$ cat config.mk
export PLATFORM = sky130hd
export DESIGN_NAME = aes_spi_frontend
export DESIGN_NICKNAME = d
export VERILOG_FILES = /design/src/rtl/aes_spi_pkg.sv /design/src/rtl/spi_pin_sync.sv /design/src/rtl/aes_spi_frontend.sv
export SDC_FILE = /design/constraint.sdc
export NUM_CORES = 1
export LEC_CHECK = 0
export ABC_AREA = 1
export CORE_ASPECT_RATIO = 1.5
export CORE_MARGIN = 1.5
export CORE_UTILIZATION = 40
export CTS_CLUSTER_SIZE = 40
export DETAILED_ROUTE_END_ITERATION = 10
export DONT_BUFFER_PORTS = 1
export PLACE_DENSITY = 0.56
export SLEW_MARGIN = 10
export SYNTH_ARGS = -nofsm -noshare
export SYNTH_HDL_FRONTEND = slang
export SYNTH_HIERARCHICAL = 1
export SYNTH_SLANG_ARGS = --single-unit
$ cat constraint.sdc
create_clock -name clk -period 3.7 [get_ports clk]
set_clock_uncertainty 0.2 [all_clocks]
set_input_delay 0.37 -clock clk [delete_from_list [all_inputs] [get_ports clk]]
set_output_delay 0.37 -clock clk [all_outputs]
set_load 0.005 [all_outputs]
$ cat src/rtl/aes_spi_pkg.sv
// Shared types and constants for the AES SPI front end.
// Optional build macro used by the top: AES_BUSY_TIMEOUT_EN (busy watchdog).
package aes_spi_pkg;

    // Native AES block width; key, plaintext and cyphertext share it.
    localparam int AES_BLK_W = 128;

    // Front-end sequencing states.
    typedef enum logic [2:0] {
        S_IDLE,
        S_RX,
        S_LOAD,
        S_BUSY,
        S_TX
    } state_t;

endpackage

$ cat src/rtl/spi_pin_sync.sv
// Synchronizes the asynchronous SPI pins into the clk domain and derives
// the sck edge strobes and chip-select edges used by the front-end FSM.
module spi_pin_sync #(
    parameter int SYNC_STAGES = 2
) (
    input  logic clk,
    input  logic reset,
    input  logic spi_sck,
    input  logic spi_sdi,
    input  logic spi_cs_n,
    output logic sdi,
    output logic cs,
    output logic cs_rise,
    output logic cs_fall,
    output logic sck_rise,
    output logic sck_fall
);

    logic [SYNC_STAGES-1:0] sck_sync_reg;
    logic [SYNC_STAGES-1:0] sdi_sync_reg;
    logic [SYNC_STAGES-1:0] cs_n_sync_reg;
    logic                   sck_q_reg;
    logic                   cs_q_reg;
    logic                   sck_s;
    logic                   cs_s;

    // Synchronizer chains; cs_n idles high so a reset never looks like a select.
    always_ff @(posedge clk) begin
        if (reset) begin
            sck_sync_reg  <= '0;
            sdi_sync_reg  <= '0;
            cs_n_sync_reg <= '1;
            sck_q_reg     <= 1'b0;
            cs_q_reg      <= 1'b0;
        end else begin
            sck_sync_reg  <= {sck_sync_reg[SYNC_STAGES-2:0], spi_sck};
            sdi_sync_reg  <= {sdi_sync_reg[SYNC_STAGES-2:0], spi_sdi};
            cs_n_sync_reg <= {cs_n_sync_reg[SYNC_STAGES-2:0], spi_cs_n};
            sck_q_reg     <= sck_s;
            cs_q_reg      <= cs_s;
        end
    end

    assign sck_s    = sck_sync_reg[SYNC_STAGES-1];
    assign cs_s     = ~cs_n_sync_reg[SYNC_STAGES-1];
    assign sdi      = sdi_sync_reg[SYNC_STAGES-1];
    assign cs       = cs_s;
    assign cs_rise  = cs_s & ~cs_q_reg;
    assign cs_fall  = ~cs_s & cs_q_reg;
    assign sck_rise = sck_s & ~sck_q_reg;
    assign sck_fall = ~sck_s & sck_q_reg;

endmodule

$ cat src/rtl/aes_spi_frontend.sv
// SPI slave front end for the multi-cycle AES core: receives a key+plaintext
// frame, starts the round controller, captures the cyphertext and serves it
// back over SPI.
// Build macro: AES_BUSY_TIMEOUT_EN adds a watchdog on the S_BUSY wait.
module aes_spi_frontend
    import aes_spi_pkg::*;
#(
    parameter int BLK_W       = AES_BLK_W,
    parameter int SYNC_STAGES = 2,
    parameter int TIMEOUT_CYC = 64
) (
    input  logic             clk,
    input  logic             reset,
    input  logic             spi_sck,
    input  logic             spi_sdi,
    input  logic             spi_cs_n,
    output logic             spi_sdo,
    output logic [BLK_W-1:0] key,
    output logic [BLK_W-1:0] plaintext,
    output logic             load,
    input  logic             aes_done,
    input  logic [BLK_W-1:0] cyphertext,
    output logic             ready,
    output logic             frame_err
);

    localparam int FRAME_W = 2 * BLK_W;
    localparam int CNT_W   = $clog2(FRAME_W + 2);
    localparam logic [CNT_W-1:0] CNT_FRAME = CNT_W'(FRAME_W);
    localparam logic [CNT_W-1:0] CNT_MAX   = CNT_W'(FRAME_W + 1);
    localparam logic [CNT_W-1:0] CNT_BLK   = CNT_W'(BLK_W);

    logic sdi, cs, cs_rise, cs_fall, sck_rise, sck_fall;

    spi_pin_sync #(
        .SYNC_STAGES(SYNC_STAGES)
    ) u_sync (
        .clk      (clk),
        .reset    (reset),
        .spi_sck  (spi_sck),
        .spi_sdi  (spi_sdi),
        .spi_cs_n (spi_cs_n),
        .sdi      (sdi),
        .cs       (cs),
        .cs_rise  (cs_rise),
        .cs_fall  (cs_fall),
        .sck_rise (sck_rise),
        .sck_fall (sck_fall)
    );

    state_t             state_reg;
    logic [FRAME_W-1:0] rx_sr_reg;
    logic [BLK_W-1:0]   tx_sr_reg;
    logic [BLK_W-1:0]   ct_reg;
    logic [CNT_W-1:0]   cnt_reg;
    logic [CNT_W-1:0]   cnt_inc;
    logic [CNT_W-1:0]   cnt_rx_next;
    logic               done_q_reg;
    logic               load_reg;
    logic               ready_reg;
    logic               frame_err_reg;

`ifdef AES_BUSY_TIMEOUT_EN
    localparam int WD_W = $clog2(TIMEOUT_CYC + 1);
    logic [WD_W-1:0] wd_reg;
`endif

    // Saturating bit count so an over-long frame can never alias to a valid one.
    always_comb begin
        cnt_inc     = (cnt_reg == CNT_MAX) ? cnt_reg : cnt_reg + 1'b1;
        cnt_rx_next = sck_rise ? cnt_inc : cnt_reg;
    end

    // Front-end FSM with shift registers, bit counter and registered strobes.
    always_ff @(posedge clk) begin
        if (reset) begin
            state_reg     <= S_IDLE;
            rx_sr_reg     <= '0;
            tx_sr_reg     <= '0;
            ct_reg        <= '0;
            cnt_reg       <= '0;
            done_q_reg    <= 1'b0;
            load_reg      <= 1'b0;
            ready_reg     <= 1'b0;
            frame_err_reg <= 1'b0;
`ifdef AES_BUSY_TIMEOUT_EN
            wd_reg        <= '0;
`endif
        end else begin
            load_reg      <= 1'b0;
            frame_err_reg <= 1'b0;
            // Tracking the done level (rather than zeroing it) means a done
            // still high from the previous operation never reads as a rise.
            done_q_reg    <= aes_done;

            case (state_reg)
                S_IDLE: begin
                    ready_reg <= 1'b0;
                    if (cs) begin
                        cnt_reg   <= '0;
                        state_reg <= S_RX;
                    end
                end

                S_RX: begin
                    // An edge coinciding with deselect is still part of the frame.
                    if (sck_rise) begin
                        rx_sr_reg <= {rx_sr_reg[FRAME_W-2:0], sdi};
                    end
                    cnt_reg <= cnt_rx_next;
                    if (!cs) begin
                        if (cnt_rx_next == CNT_FRAME) begin
                            state_reg <= S_LOAD;
                        end else begin
                            state_reg     <= S_IDLE;
                            frame_err_reg <= 1'b1;
                        end
                    end
                end

                S_LOAD: begin
                    load_reg  <= 1'b1;
                    state_reg <= S_BUSY;
`ifdef AES_BUSY_TIMEOUT_EN
                    wd_reg    <= '0;
`endif
                end

                S_BUSY: begin
                    if (aes_done && !done_q_reg) begin
                        tx_sr_reg <= cyphertext;
                        ct_reg    <= cyphertext;
                        cnt_reg   <= '0;
                        ready_reg <= 1'b1;
                        state_reg <= S_TX;
                    end
`ifdef AES_BUSY_TIMEOUT_EN
                    else if (wd_reg == WD_W'(TIMEOUT_CYC - 1)) begin
                        frame_err_reg <= 1'b1;
                        state_reg     <= S_IDLE;
                    end else begin
                        wd_reg <= wd_reg + 1'b1;
                    end
`endif
                end

                S_TX: begin
                    // Each new select restarts the read from the saved result.
                    if (cs_rise) begin
                        cnt_reg   <= '0;
                        tx_sr_reg <= ct_reg;
                    end else if (cs && sck_fall) begin
                        tx_sr_reg <= {tx_sr_reg[BLK_W-2:0], 1'b0};
                        cnt_reg   <= cnt_inc;
                    end
                    if (cs_fall && (cnt_reg >= CNT_BLK)) begin
                        ready_reg <= 1'b0;
                        tx_sr_reg <= '0;
                        state_reg <= S_IDLE;
                    end
                end

                default: state_reg <= S_IDLE;
            endcase
        end
    end

    assign key       = rx_sr_reg[FRAME_W-1:BLK_W];
    assign plaintext = rx_sr_reg[BLK_W-1:0];
    assign load      = load_reg;
    assign ready     = ready_reg;
    assign frame_err = frame_err_reg;
    assign spi_sdo   = (state_reg == S_TX) ? tx_sr_reg[BLK_W-1] : 1'b0;

endmodule
==> summary.txt <==
Status
  • Status: completed

Clocking
  • Later-pin clock latency in the skew report: 0.59 ns
  • H-Tree Level Count: 2
  • Clock sinks: 536
  • Clock-pin slew on the worst setup and hold paths: 0.06 ns
  • CTS tree: yes
  • Post-CTS Hold Buffers: approximately 130
  • Number of gates resized after CTS: 0
  • Clk buf depth: 3
  • Number of CTS-inserted buffers: 53
  • Postcts setup bufs: 0
  • Clk root buf: clkbuf_16

STA
  • Pin slew with the least headroom to its limit: around 1.2 ns
  • Setup violators final: 0
  • Endpoints failing hold: 0
  • Max-slew violation count: 0
  • Fin crit share: between 90% and 100%
  • Slew HR: 22.1%
  • Post-route setup slack: approximately 0.32 ns
  • Final TNS setup: 0 ns
  • Peak Freq: 296 MHz
  • RSZ-0062 raised after global routing: no
  • Final Hold Slack: around 0.21 ns
  • Post-route minimum period: 3.38 ns

Logic synthesis
  • Adder-Cell Fraction of Synth Area: less than 1%
  • Multiplexer area fraction after synthesis: between 5 and 6%
  • Yosys cell types: 30
  • Synth Instances: 2869
  • Register bit total from synthesis: ~540
  • Synth Cell Area: about 0.021 mm2
  • Fraction of synthesized cell area in xor and xnor cells: 0.0819%
  • Avg Cell Area, Syn: 7.46 um2
  • Net Count, Synth: between 3000 and 4000
  • Post-synthesis compound-gate area fraction: between 15 and 20%
  • Sequential share of the synthesized area: about half
  • Yosys warns: 6
  • Post-Synth Simple-Gate Area: roughly 23%
  • Largest family of logic cells by synthesized area: simple AND/OR/NAND/NOR gates

Critical path
  • CP max stage cell: buf_4
  • CP cell instances: nor2_1, nand2_4, buf_4, buf_4, nor2_1
  • Worst setup SP type: register
  • Setup crit end kind: output port
  • CP arrival: 2.81 ns
  • Critical path's top delay family: buffers and inverters
  • WS Path Type: reg -> out
  • CP Buf/Inv Count: 2
  • Critical path peak fanout: between 80 and 90
  • CP max stage delay: roughly 0.9 ns
  • Critical Path RT: 3.13 ns

Routing
  • DR pass1 iterations: 5
  • DR vias/cell: 5.22
  • Antenna Nets Post-Route: 0
  • Drt wl/cell: around 17 um
  • Drt initial violations: 982
  • Drt drc: 0
  • Vias: ~19000
  • Drt total wl: around 60 mm

Job
  • MaxCap Viol Count: 0

Global route
  • Total grt overflow: 0
  • Antenna violations before repair: 8
  • Vias in the first global route: ~18000
  • GRT Util Overall: 21.2%
  • Largest net degree at the start of global routing: 152
  • First-pass GRT wire length: about 96 mm

Layout
  • Final #Nets: 3001
  • Most common cell after layout, fill and taps aside: nor2_1
  • Commonest cells after routing, fill and taps aside: nor2_1, o21ai_0, dfxtp_1
  • Max reg flops: around 260
  • Share of cells above drive strength 1: between 4 and 5%
  • Area grow syn2layout: 15.9%

Placed design
  • HPWL Detailed: ~35 mm
  • Port Buffers: 0
  • GPL Wtd Cong: 0.809
  • DP Worst Slack: about 0.88 ns

Floorplan
  • Placement Rows: 103
  • Initial Utilization: between 40% and 50%
  • Die Area: roughly 0.055 mm2
  • Die Y: around 290 um
  • Io pins: 394
  • Core area: approximately 0.053 mm2
  • Die W: between 150 and 200 um

Power
  • Static leakage: roughly 11 nW
  • Pwr Density: around 490 mW/mm2
  • Peak supply drop: 0.425 mV
  • Total Power: between 10 and 15 mW

Worst hold path
  • Worst hold path class: reg -> reg
==> power by group <==
part           total [mW]  internal [mW]  switching (mW)  leakage [nW]
Sequential           6.02           5.88           0.135          4.33
Clock                5.56           3.26            2.30         0.874
Combinational       0.678          0.275           0.403          5.53
==> stage by stage <==
stage | std cells | utilization, % | area (um2)
floorplan | 2869 | - | 21400
global placement | 3358 | 41.1 | 21700
detailed placement | 3358 | 41.1 | 21700
CTS | 3588 | 47.1 | 24800
global route | 3591 | 47.1 | 24800
finish | 3592 | 47.1 | 24800
==> Yosys cell counts <==
cell / count / area share [%]
ha_1: 3 / 0.18
a21oi_1: 8 / 0.19
nor4_1: 1 / 0.029
nor2_1: 1046 / 18
buf_1: 2 / 0.035
nand2_2: 2 / 0.058
nand3_1: 23 / 0.54
o21ai_1: 19 / 0.44
xor2_1: 2 / 0.082
nor2_4: 3 / 0.16
a31oi_1: 11 / 0.32
nand4_1: 5 / 0.15
nand2_1: 183 / 3.2
nand3_2: 1 / 0.047
buf_6: 13 / 0.68
inv_1: 33 / 0.58
nor2_2: 2 / 0.058
buf_2: 14 / 0.33
o22ai_2: 1 / 0.058
clkinv_1: 1 / 0.018
buf_4: 2 / 0.070
dfxtp_1: 536 / 50
o211ai_1: 1 / 0.035
mux2i_1: 127 / 5.9
clkbuf_1: 185 / 3.2
inv_2: 6 / 0.11
nor3_1: 2 / 0.047
o21ai_0: 635 / 15
o21a_1: 1 / 0.035
clkbuf_2: 1 / 0.023
==> path summary, 6_finish.rpt <==
| path | startpoint | to | slack, ns | cells past startpoint |
|---|---|---|---|---|
| worst max-delay path | state_reg[0] | spi_sdo | 0.32 | 5 |
| worst min register to register | u_sync/sck_sync_reg[0] | u_sync/sck_sync_reg[1] | 0.21 | 2 |
| worst min-delay path | u_sync/sck_sync_reg[0] | u_sync/sck_sync_reg[1] | 0.21 | 2 |
| worst max register to register | state_reg[0] | tx_sr_reg[87] | 0.83 | 8 |
==> per-layer routing <==
metal | wire length [um] | GRT usage (%) | share of wire [%]
met1 | 24400 | 24.5 | 40
met2 | 29100 | 36.7 | 48
met3 | 5320 | 7.33 | 8.8
met4 | 1350 | 6.39 | 2.2
met5 | 53 | 0 | 0.088
==> cell families (layout without fill, tap and decap cells) <==
kind of cell,after synthesis,in the layout
adder cells (fa/ha/maj),3,3
multiplexers,127,127
other,0,4
flip-flops,536,536
XOR/XNOR,2,2
AO/OA/AOI/OAI,676,676
buffers and inverters,257,294
AND/OR/NAND/NOR,1268,1268
==> layout make-up <==
| class | instances | area [um2] |
|---|---|---|
| multi-input combinational | 2076 | 9610 |
| sequential | 536 | 10700 |
| fill | 5145 | 27900 |
| timing repair buffer | 157 | 1650 |
| tap | 682 | 853 |
| clock buffer | 83 | 1610 |
| antenna | 4 | 10.0 |
| clock inverter | 14 | 181 |
| inverter | 40 | 169 |
==> worst min-delay path, stage by stage (launching register included) <==
cell and delay [ns]:
dfxtp_1 0.30, inv_1 0.04, nor2_1 0.03
Note: power is estimated with default switching activity, not from simulation.
